==> config.mk <==
export PLATFORM = sky130hd
export DESIGN_NAME = fc_feature_streamer
export DESIGN_NICKNAME = d
export VERILOG_FILES = /design/src/rtl/fc_feature_streamer.sv
export SDC_FILE = /design/constraint.sdc
export NUM_CORES = 1
export LEC_CHECK = 0
export ABC_AREA = 1
export CAP_MARGIN = 10
export CORE_MARGIN = 2
export CORE_UTILIZATION = 35
export CTS_BUF_LIST = sky130_fd_sc_hd__clkbuf_8
export CTS_CLUSTER_DIAMETER = 30
export DETAILED_ROUTE_END_ITERATION = 10
export HOLD_SLACK_MARGIN = 0.05
export PLACE_DENSITY = 0.55
export SYNTH_ARGS = -nofsm -noshare
export SYNTH_HDL_FRONTEND = slang
export SYNTH_SLANG_ARGS = --single-unit
==> constraint.sdc <==
create_clock -name clk -period 4.82 [get_ports clk]
set_input_delay 0.723 -clock clk [delete_from_list [all_inputs] [get_ports clk]]
set_output_delay 0.723 -clock clk [all_outputs]
set_load 0.05 [all_outputs]
==> src/rtl/fc_feature_streamer.sv <==
// rtl/fc_feature_streamer.sv - feature frame buffer streaming LANES-wide beats into an FC layer
// Optional feature: define FS_TIMEOUT_EN to abort a WAIT that lasts TIMEOUT_CYC cycles.

module fc_feature_streamer #(
  parameter int N_FEAT      = 64,
  parameter int LANES       = 4,
  parameter int TIMEOUT_CYC = 32
) (
  input  logic               clk,
  input  logic               rst,
  input  logic               feat_valid,
  input  logic [7:0]         feat_data,
  output logic               feat_ready,
  output logic               fc_en,
  output logic [LANES*8-1:0] fc_in,
  input  logic               fc_flag,
  input  logic [1:0]         fc_class,
  output logic               class_valid,
  output logic [1:0]         class_out,
  output logic               busy,
  output logic               timeout_err
);

  localparam int NB     = N_FEAT / LANES;
  localparam int PTR_W  = (N_FEAT > 1) ? $clog2(N_FEAT) : 1;
  localparam int BEAT_W = (NB > 1) ? $clog2(NB) : 1;

  typedef enum logic [1:0] {
    S_FILL,
    S_STREAM,
    S_WAIT,
    S_DONE
  } state_t;

  state_t             state;
  logic [PTR_W-1:0]   wr_ptr;
  logic [BEAT_W-1:0]  beat_cnt;
  logic [7:0]         feat_buf [N_FEAT];

  logic               wr_en;
  logic               last_feat;
  logic               last_beat;
  logic [BEAT_W-1:0]  rd_beat;
  logic [PTR_W-1:0]   rd_base;
  logic [LANES*8-1:0] next_beat;

`ifdef FS_TIMEOUT_EN
  localparam int TO_W = $clog2(TIMEOUT_CYC + 1);
  logic [TO_W-1:0] wait_cnt;
`endif

  // Features are only taken while filling; feat_ready is high exactly in FILL.
  assign wr_en     = (state == S_FILL) && feat_valid;
  assign last_feat = wr_en && (wr_ptr == PTR_W'(N_FEAT - 1));
  assign last_beat = (beat_cnt == BEAT_W'(NB - 1));

  // Frame buffer write port; contents need no reset since a frame always refills from index 0.
  always_ff @(posedge clk) begin
    if (wr_en) begin
      feat_buf[wr_ptr] <= feat_data;
    end
  end

  // Assemble the beat to present next cycle: beat 0 when the frame completes, else the following beat.
  // The final feature is forwarded directly in case it lands in beat 0 (single-beat frames).
  always_comb begin
    next_beat = '0;
    rd_beat   = (state == S_STREAM) ? beat_cnt + BEAT_W'(1) : '0;
    rd_base   = PTR_W'(rd_beat) * PTR_W'(LANES);
    for (int j = 0; j < LANES; j++) begin
      if (last_feat && ((rd_base + PTR_W'(j)) == wr_ptr)) begin
        next_beat[j*8 +: 8] = feat_data;
      end else begin
        next_beat[j*8 +: 8] = feat_buf[rd_base + PTR_W'(j)];
      end
    end
  end

  // Control FSM with every output registered alongside the state.
  always_ff @(posedge clk or posedge rst) begin
    if (rst) begin
      state       <= S_FILL;
      wr_ptr      <= '0;
      beat_cnt    <= '0;
      feat_ready  <= 1'b1;
      fc_en       <= 1'b0;
      fc_in       <= '0;
      class_valid <= 1'b0;
      class_out   <= 2'd0;
      busy        <= 1'b0;
      timeout_err <= 1'b0;
`ifdef FS_TIMEOUT_EN
      wait_cnt    <= '0;
`endif
    end else begin
      class_valid <= 1'b0;
      timeout_err <= 1'b0;
      case (state)
        S_FILL: begin
          if (wr_en) begin
            if (last_feat) begin
              wr_ptr     <= '0;
              beat_cnt   <= '0;
              state      <= S_STREAM;
              feat_ready <= 1'b0;
              busy       <= 1'b1;
              fc_en      <= 1'b1;
              fc_in      <= next_beat;
            end else begin
              wr_ptr <= wr_ptr + PTR_W'(1);
            end
          end
        end
        S_STREAM: begin
          if (last_beat) begin
            state    <= S_WAIT;
            beat_cnt <= '0;
            fc_in    <= '0;
`ifdef FS_TIMEOUT_EN
            wait_cnt <= '0;
`endif
          end else begin
            beat_cnt <= beat_cnt + BEAT_W'(1);
            fc_in    <= next_beat;
          end
        end
        S_WAIT: begin
          if (fc_flag) begin
            class_out   <= fc_class;
            class_valid <= 1'b1;
            fc_en       <= 1'b0;
            state       <= S_DONE;
          end
`ifdef FS_TIMEOUT_EN
          else if (wait_cnt == TO_W'(TIMEOUT_CYC - 1)) begin
            timeout_err <= 1'b1;
            fc_en       <= 1'b0;
            state       <= S_DONE;
          end else begin
            wait_cnt <= wait_cnt + TO_W'(1);
          end
`endif
        end
        S_DONE: begin
          state      <= S_FILL;
          feat_ready <= 1'b1;
          busy       <= 1'b0;
        end
        default: begin
          state <= S_FILL;
        end
      endcase
    end
  end

endmodule

---- Word level (Yosys, flattened, before mapping) ----
Memory sizes are Yosys's and may differ from the RTL's.
Cells that the tools add are included.
word-level totals
  register bits ........................... 50
  memory bits (writable) .................. 512
  input port bits ......................... 14
  output and inout bits ................... 39
  logic and storage cells ................. 75
  memories kept ........................... 1
operators by class
  add/subtract/negate cells ............... 5
  eq/ne operators ......................... 13
  mux-type cells .......................... 31
  reduce and logical (&&, ||, !) cells .... 16
memories
  name      depth  width  read ports  clocked after memory_dff  wr ports  RTL line  source
  feat_buf  64     8      4           0                         1         38        logic [7:0] feat_buf [N_FEAT];
operator list
  cell                 count
  $mux 32              3
  $pmux 32 s2          1
  $mux 8               4
  $eq 6x6->1           4
  $mux 4               4
  $add 6x1->6 const B  2
  $add 6x2->6 const B  2
  $mux 1               9
  $mux 2               4
  $ne 2x2->1 const B   4
  $pmux 2 s4           1
  $pmux 4 s2           1
  $reduce_and 4->1     2
  $eq 6x6->1 const B   1
  $logic_and 1x1->1    6
  $mux 6               1
  $pmux 1 s2           3
  $reduce_and 3->1     2
  $reduce_bool 2->1    3
  $add 4x1->4 const B  1
  $eq 2x2->1 const B   2
  $eq 4x4->1 const B   1
  $reduce_and 2->1     2
  $eq 2x1->1 const B   1
  $logic_not 2->1      1

---- Depth between registers and ports, before layout ----
  depth in word-level cells ............... 9
  depth in mapped cells ................... 16
  depth with buffers taken out ............ 13

---- Worst setup path before layout ----
OpenSTA, ideal clock, no wires.
  kind .................................... input -> register
  start point ............................. in feat_valid
  end point ............................... mem feat_buf[32][0], enable pin
  library setup time ...................... 0.395 ns
  arrival ................................. 1.898 ns
  data required time ...................... 4.425 ns
  setup slack ............................. 2.527 ns
  stages .................................. 4
  path buffers ............................ 0
  cell sequence ........................... nand2_1 -> nor2_1 -> nand2_1 -> nor4_1
between the ends
  cells in the longest elaborated chain, start to end .. 3
ends and longest elaborated chain
  what                          RTL line  source
  from (decl)                   11        input logic feat_valid,
  $logic_and 1x1->1             53        assign wr_en = (state == S_FILL) && feat_valid;
  $mux 1                        59        if (wr_en) begin
  $mux 1 (implied by the code)  60        feat_buf[wr_ptr] <= feat_data;
  to (decl)                     38
Every way passes these cells.

---- Final worst setup path ----
  start point ............................. reg state[1]
  end point ............................... reg fc_in[29]
between the ends
  cells in the longest elaborated chain, start to end .. 9
  elaborated cells on any way between the ends .. 18
  classes of those cells .................. add/sub (1); eq/ne (4); mux (6); reduce/logical (6); memory (1)
ends and longest elaborated chain
  what                                                  RTL line  source
  from (decl)                                           35        state_t state;
  from (signal assigned)                                82        state <= S_FILL;
  from (signal assigned)                                104       state <= S_STREAM;
  from (signal assigned)                                116       state <= S_WAIT;
  branches (longest 9 deep; another with $mem_v2 64x8)  n/a
  to (signal assigned)                                  108       fc_in <= next_beat;
  to (signal assigned)                                  124       fc_in <= next_beat;
  to (decl)                                             15        output logic [LANES*8-1:0] fc_in,
Parallel ways; which one is timed is not known. The select of a mux whose other input is x is not followed.
A chain may end at the register's enable or synchronous reset.

==> results.txt <==
The run finished with clean final reports. The count of buffers added on input and output ports is a little over 50. Summing over every cut layer, the via total after detailed routing is 17800. Setup violations remaining at the end of the flow were counted as 0. The number of antenna violations at the first check in global routing is 1. The setup TNS after final layout is 0 ns.

TritonCTS built the clock tree. The arrival time of the worst setup path is between 4 and 5 ns. The critical path starts at state[1]$_DFFE_PP0P_. The critical path is of the flip-flop to flip-flop type. The total routing resource utilization after global routing came out at a little under a fifth. Global routing finished with a remaining overflow of 0. The maximum clock frequency is 291 MHz. Excluding fillers, the count of instances in the completed layout stands at 3760. Clock-pin slew was measured on the worst setup and hold paths at 0.06 ns. In the final routed layout, each cell accounts on average for between 15 and 20 microns. The post-cts resize count is 0. The die span in y is about 270 microns. The HPWL after detailed placement came out at approximately 40000 microns. The number of different library cells used by synthesis comes to 31. The required arrival time at the worst endpoint is 5.47 ns. For this block, the routed nets add up to roughly 68000 microns of wire. The number of core rows is 98. The last weighted congestion value of the routability-driven placer is 0.848. The initial cell density of the core is about 35%.

The number of buffers inserted to repair setup after CTS is 0. The number of global-route vias before repair was 17400. OpenSTA, run right after detailed placement, puts the worst setup slack at 1.43 ns. The filler cell count in the final layout came out at 7017. The total of flip-flops plus latches after synthesis came out at 562.

The number of DRC violations after detailed routing came out at 0. The path type of the worst min-delay path is primary input to async pin. The highest ir drop seen on vdd came out at 298 uV. The register-to-register setup slack came out at 1.39 ns. The pin count of the biggest net entering global routing is between 150 and 200. Dividing the final minimum period by the clock period gives 71.2%.

The die width came out at 273 microns. Measured against its own limit, the worst slew margin works out to 29.2%. The origin of the critical flop-to-flop path is state[1]$_DFFE_PP0P_. The number of H-tree levels is 3. STA classifies the critical path startpoint as a flip-flop.

The cell at the root of the clock tree is sky130_fd_sc_hd__clkbuf_8. The net count of the mapped netlist came out at 2662. The total die area is between 70000 and 80000 sq um. The number of design-rule violations left by the first detailed-router iteration is 1666. The terminus of the critical flop-to-flop path is fc_in[29]$_DFFE_PP0P_. At the later pin of the worst-skew pair, clock insertion delay measures 0.73 ns. The least setup slack across all paths after layout came out at ~1.4 ns. The worst setup path is captured at a flip-flop. The number of buffers between clock root and the deepest sink is 3.

The detailed-route vias per instance came out at 4.74. 53 I/O pins were placed. The ratio of cells with drive above 1 in the final layout came out at 8.54%. The count of synthesis-stage warnings from yosys is 0.

The leakage power of the design is around 13 nW. After layout, the minimum clock period comes to 3.43 ns. The number of nets in the finished design came out at 2733. The cell count after synthesis came out at ~2600. Measured in cells, the most critical reg-to-reg path has a length of 12.

The number of max-cap violations is 0. The number of instances in the placed design is approximately 3500. Cells fill between 40% and 50% of the core in the end. The clock net sink count came out at 562.

TritonCTS created between 100 and 150 clock buffers. For this design, the CTS-stage hold fixing added 0 buffers. The worst-margin pin slew is 1.06 ns. The endpoint of the most critical setup path is fc_in[29]$_DFFE_PP0P_. The first-pass GRT wire length is 104000 microns.

Setup repair after global routing left no endpoint under its margin. The synthesized area per cell is 9.60 sq um. The area of the placeable core is 71600 sq um. The post-synthesis cell area came out at 25300 sq um. The number of pins with negative max-slew slack in the final report is 0. The highest fanout seen on the critical path came out at 49.

The clock skew came out at 0.0513 ns. The number of antenna diodes in the final layout is 0. The residual antenna-violating net count after detailed routing came out at 0. The area added between synthesis and finish is 15.9%. The share of the Yosys chip area taken by registers is 65.6%.

The first-pass iteration count of the detailed router came out at 5. The hold violation total from the final report came to 0. Dividing total power by cell area gives a power density of 537 nW/um^2.
[layout make-up]
type	count	area [sq um]	area share, %
sequential	562	16600	56.6
multi-input combinational	1526	6590	22.4
clock buffer	120	1650	5.63
inverter	423	1590	5.43
tap	950	1190	4.05
clock inverter	97	930	3.17
timing repair buffer	82	778	2.65
[worst min-delay path by stage]
stage | startpoint | endpoint | slack [ns]
finish | rst | state[1]$_DFFE_PP0P_ | 0.24
global route | rst | state[1]$_DFFE_PP0P_ | 0.23
CTS | feat_data[4] | feat_buf[3][4]$_DFFE_PP_ | 0.46
detailed placement | class_out[0]$_DFFE_PP0P_ | class_out[0]$_DFFE_PP0P_ | 0.48
global placement | class_out[1]$_DFFE_PP0P_ | class_out[1]$_DFFE_PP0P_ | 0.47
floorplan | beat_cnt[1]$_DFFE_PP0P_ | beat_cnt[1]$_DFFE_PP0P_ | 0.50
[state kept, by name (all words and copies together) (netlist names)]
name         count
feat_buf       512
feat_ready       1
wr_ptr           6
class_out        2
state            2
busy             1
beat_cnt         4
fc_en            1
fc_in           32
class_valid      1
[synthesized netlist by cell type]
cell / count / area share, %
sky130_fd_sc_hd__buf_4: 6 / 0.18
sky130_fd_sc_hd__nor4_1: 2 / 0.049
sky130_fd_sc_hd__nor3_1: 5 / 0.099
sky130_fd_sc_hd__ha_1: 10 / 0.49
sky130_fd_sc_hd__a211oi_1: 1 / 0.030
sky130_fd_sc_hd__a21oi_2: 1 / 0.035
sky130_fd_sc_hd__edfxtp_1: 512 / 61
sky130_fd_sc_hd__nor2_2: 2 / 0.049
sky130_fd_sc_hd__xor2_1: 3 / 0.10
sky130_fd_sc_hd__nand3_1: 426 / 8.4
sky130_fd_sc_hd__nand4_1: 1 / 0.025
sky130_fd_sc_hd__buf_2: 61 / 1.2
sky130_fd_sc_hd__inv_2: 6 / 0.089
sky130_fd_sc_hd__nand2_2: 1 / 0.025
sky130_fd_sc_hd__nand2_4: 4 / 0.18
sky130_fd_sc_hd__o22ai_1: 2 / 0.049
sky130_fd_sc_hd__nand2_1: 714 / 11
sky130_fd_sc_hd__clkbuf_1: 45 / 0.67
sky130_fd_sc_hd__a21oi_4: 1 / 0.064
sky130_fd_sc_hd__buf_1: 15 / 0.22
sky130_fd_sc_hd__mux2_2: 1 / 0.044
sky130_fd_sc_hd__nor2_4: 1 / 0.044
sky130_fd_sc_hd__nor2_1: 333 / 4.9
sky130_fd_sc_hd__a21oi_1: 7 / 0.14
sky130_fd_sc_hd__o21ai_0: 5 / 0.099
sky130_fd_sc_hd__dfstp_2: 1 / 0.10
sky130_fd_sc_hd__inv_1: 417 / 6.2
sky130_fd_sc_hd__nand3_2: 1 / 0.040
sky130_fd_sc_hd__nor2_8: 4 / 0.32
sky130_fd_sc_hd__dfrtp_1: 49 / 4.8
sky130_fd_sc_hd__conb_1: 1 / 0.015
[critical path, stage by stage (launching register included)]
cell                      delay [ns]
sky130_fd_sc_hd__dfrtp_1        0.41
sky130_fd_sc_hd__inv_1          0.17
sky130_fd_sc_hd__ha_4           0.41
sky130_fd_sc_hd__buf_4          0.47
sky130_fd_sc_hd__nand3_2        0.57
sky130_fd_sc_hd__buf_4          0.57
sky130_fd_sc_hd__nand3_1        0.20
sky130_fd_sc_hd__nand2_1        0.09
sky130_fd_sc_hd__nand2_1        0.08
sky130_fd_sc_hd__nand2_1        0.11
sky130_fd_sc_hd__nand2_1        0.09
sky130_fd_sc_hd__nand3_1        0.08
sky130_fd_sc_hd__nand2_1        0.08
[per-stage QoR]
stage / cell area, sq um / power [W] / hold slack [ns]
after global routing: 29400 / 0.0166 / 0.229
final: 29400 / 0.0158 / 0.238
after floorplan: 25300 / 0.00887 / 0.500
after detailed placement: 26700 / 0.0104 / 0.477
after CTS: 29300 / 0.0159 / 0.464
after global placement: 26700 / 0.0104 / 0.470
[power breakdown]
part           total [W]  internal (W)  switching (W)  leakage [nW]
Combinational    0.00448       0.00126        0.00322          6.03
Clock            0.00547       0.00329        0.00218          1.38
Sequential       0.00582       0.00556       0.000267          5.22
Total             0.0158        0.0101        0.00567          12.6
[layout by cell type, fill, tap and decap left out, types with 2 or more instances in the layout]
cell / instances
sky130_fd_sc_hd__a21oi_1: 7
sky130_fd_sc_hd__buf_12: 6
sky130_fd_sc_hd__buf_2: 8
sky130_fd_sc_hd__buf_4: 24
sky130_fd_sc_hd__bufinv_16: 18
sky130_fd_sc_hd__clkbuf_8: 120
sky130_fd_sc_hd__clkdlybuf4s50_1: 43
sky130_fd_sc_hd__clkinv_1: 18
sky130_fd_sc_hd__clkinv_2: 17
sky130_fd_sc_hd__clkinv_4: 4
sky130_fd_sc_hd__clkinvlp_4: 11
sky130_fd_sc_hd__dfrtp_1: 49
sky130_fd_sc_hd__edfxtp_1: 512
sky130_fd_sc_hd__ha_1: 9
sky130_fd_sc_hd__inv_1: 443
sky130_fd_sc_hd__inv_2: 6
sky130_fd_sc_hd__inv_6: 3
sky130_fd_sc_hd__nand2_1: 712
sky130_fd_sc_hd__nand2_4: 6
sky130_fd_sc_hd__nand3_1: 425
sky130_fd_sc_hd__nand3_2: 2
sky130_fd_sc_hd__nor2_1: 332
sky130_fd_sc_hd__nor2_4: 3
sky130_fd_sc_hd__nor2_8: 4
sky130_fd_sc_hd__nor3_1: 5
sky130_fd_sc_hd__nor4_1: 2
sky130_fd_sc_hd__o21ai_0: 5
sky130_fd_sc_hd__o22ai_1: 2
sky130_fd_sc_hd__xor2_1: 3
[kinds of logic after synthesis]
kind of cell	share of synthesized area [%]
AOI/OAI and AO/OA	0.415
xor gates and xnor gates	0.104
adders and majority gates	0.494
buffers and inverters	8.54
DFF	65.6
muxes	0.0444
other	0.0148
and+or+nand+nor	24.8
[layer usage]
layer	track usage [%]	routed length (microns)	vias up
met5	0	13	-
met4	6.43	2090	2
met3	3.43	3910	137
met2	28.5	30800	571
met1	25.8	31300	8508
li1	-	-	8614
No activity file was read; power rests on OpenSTA's default activity.
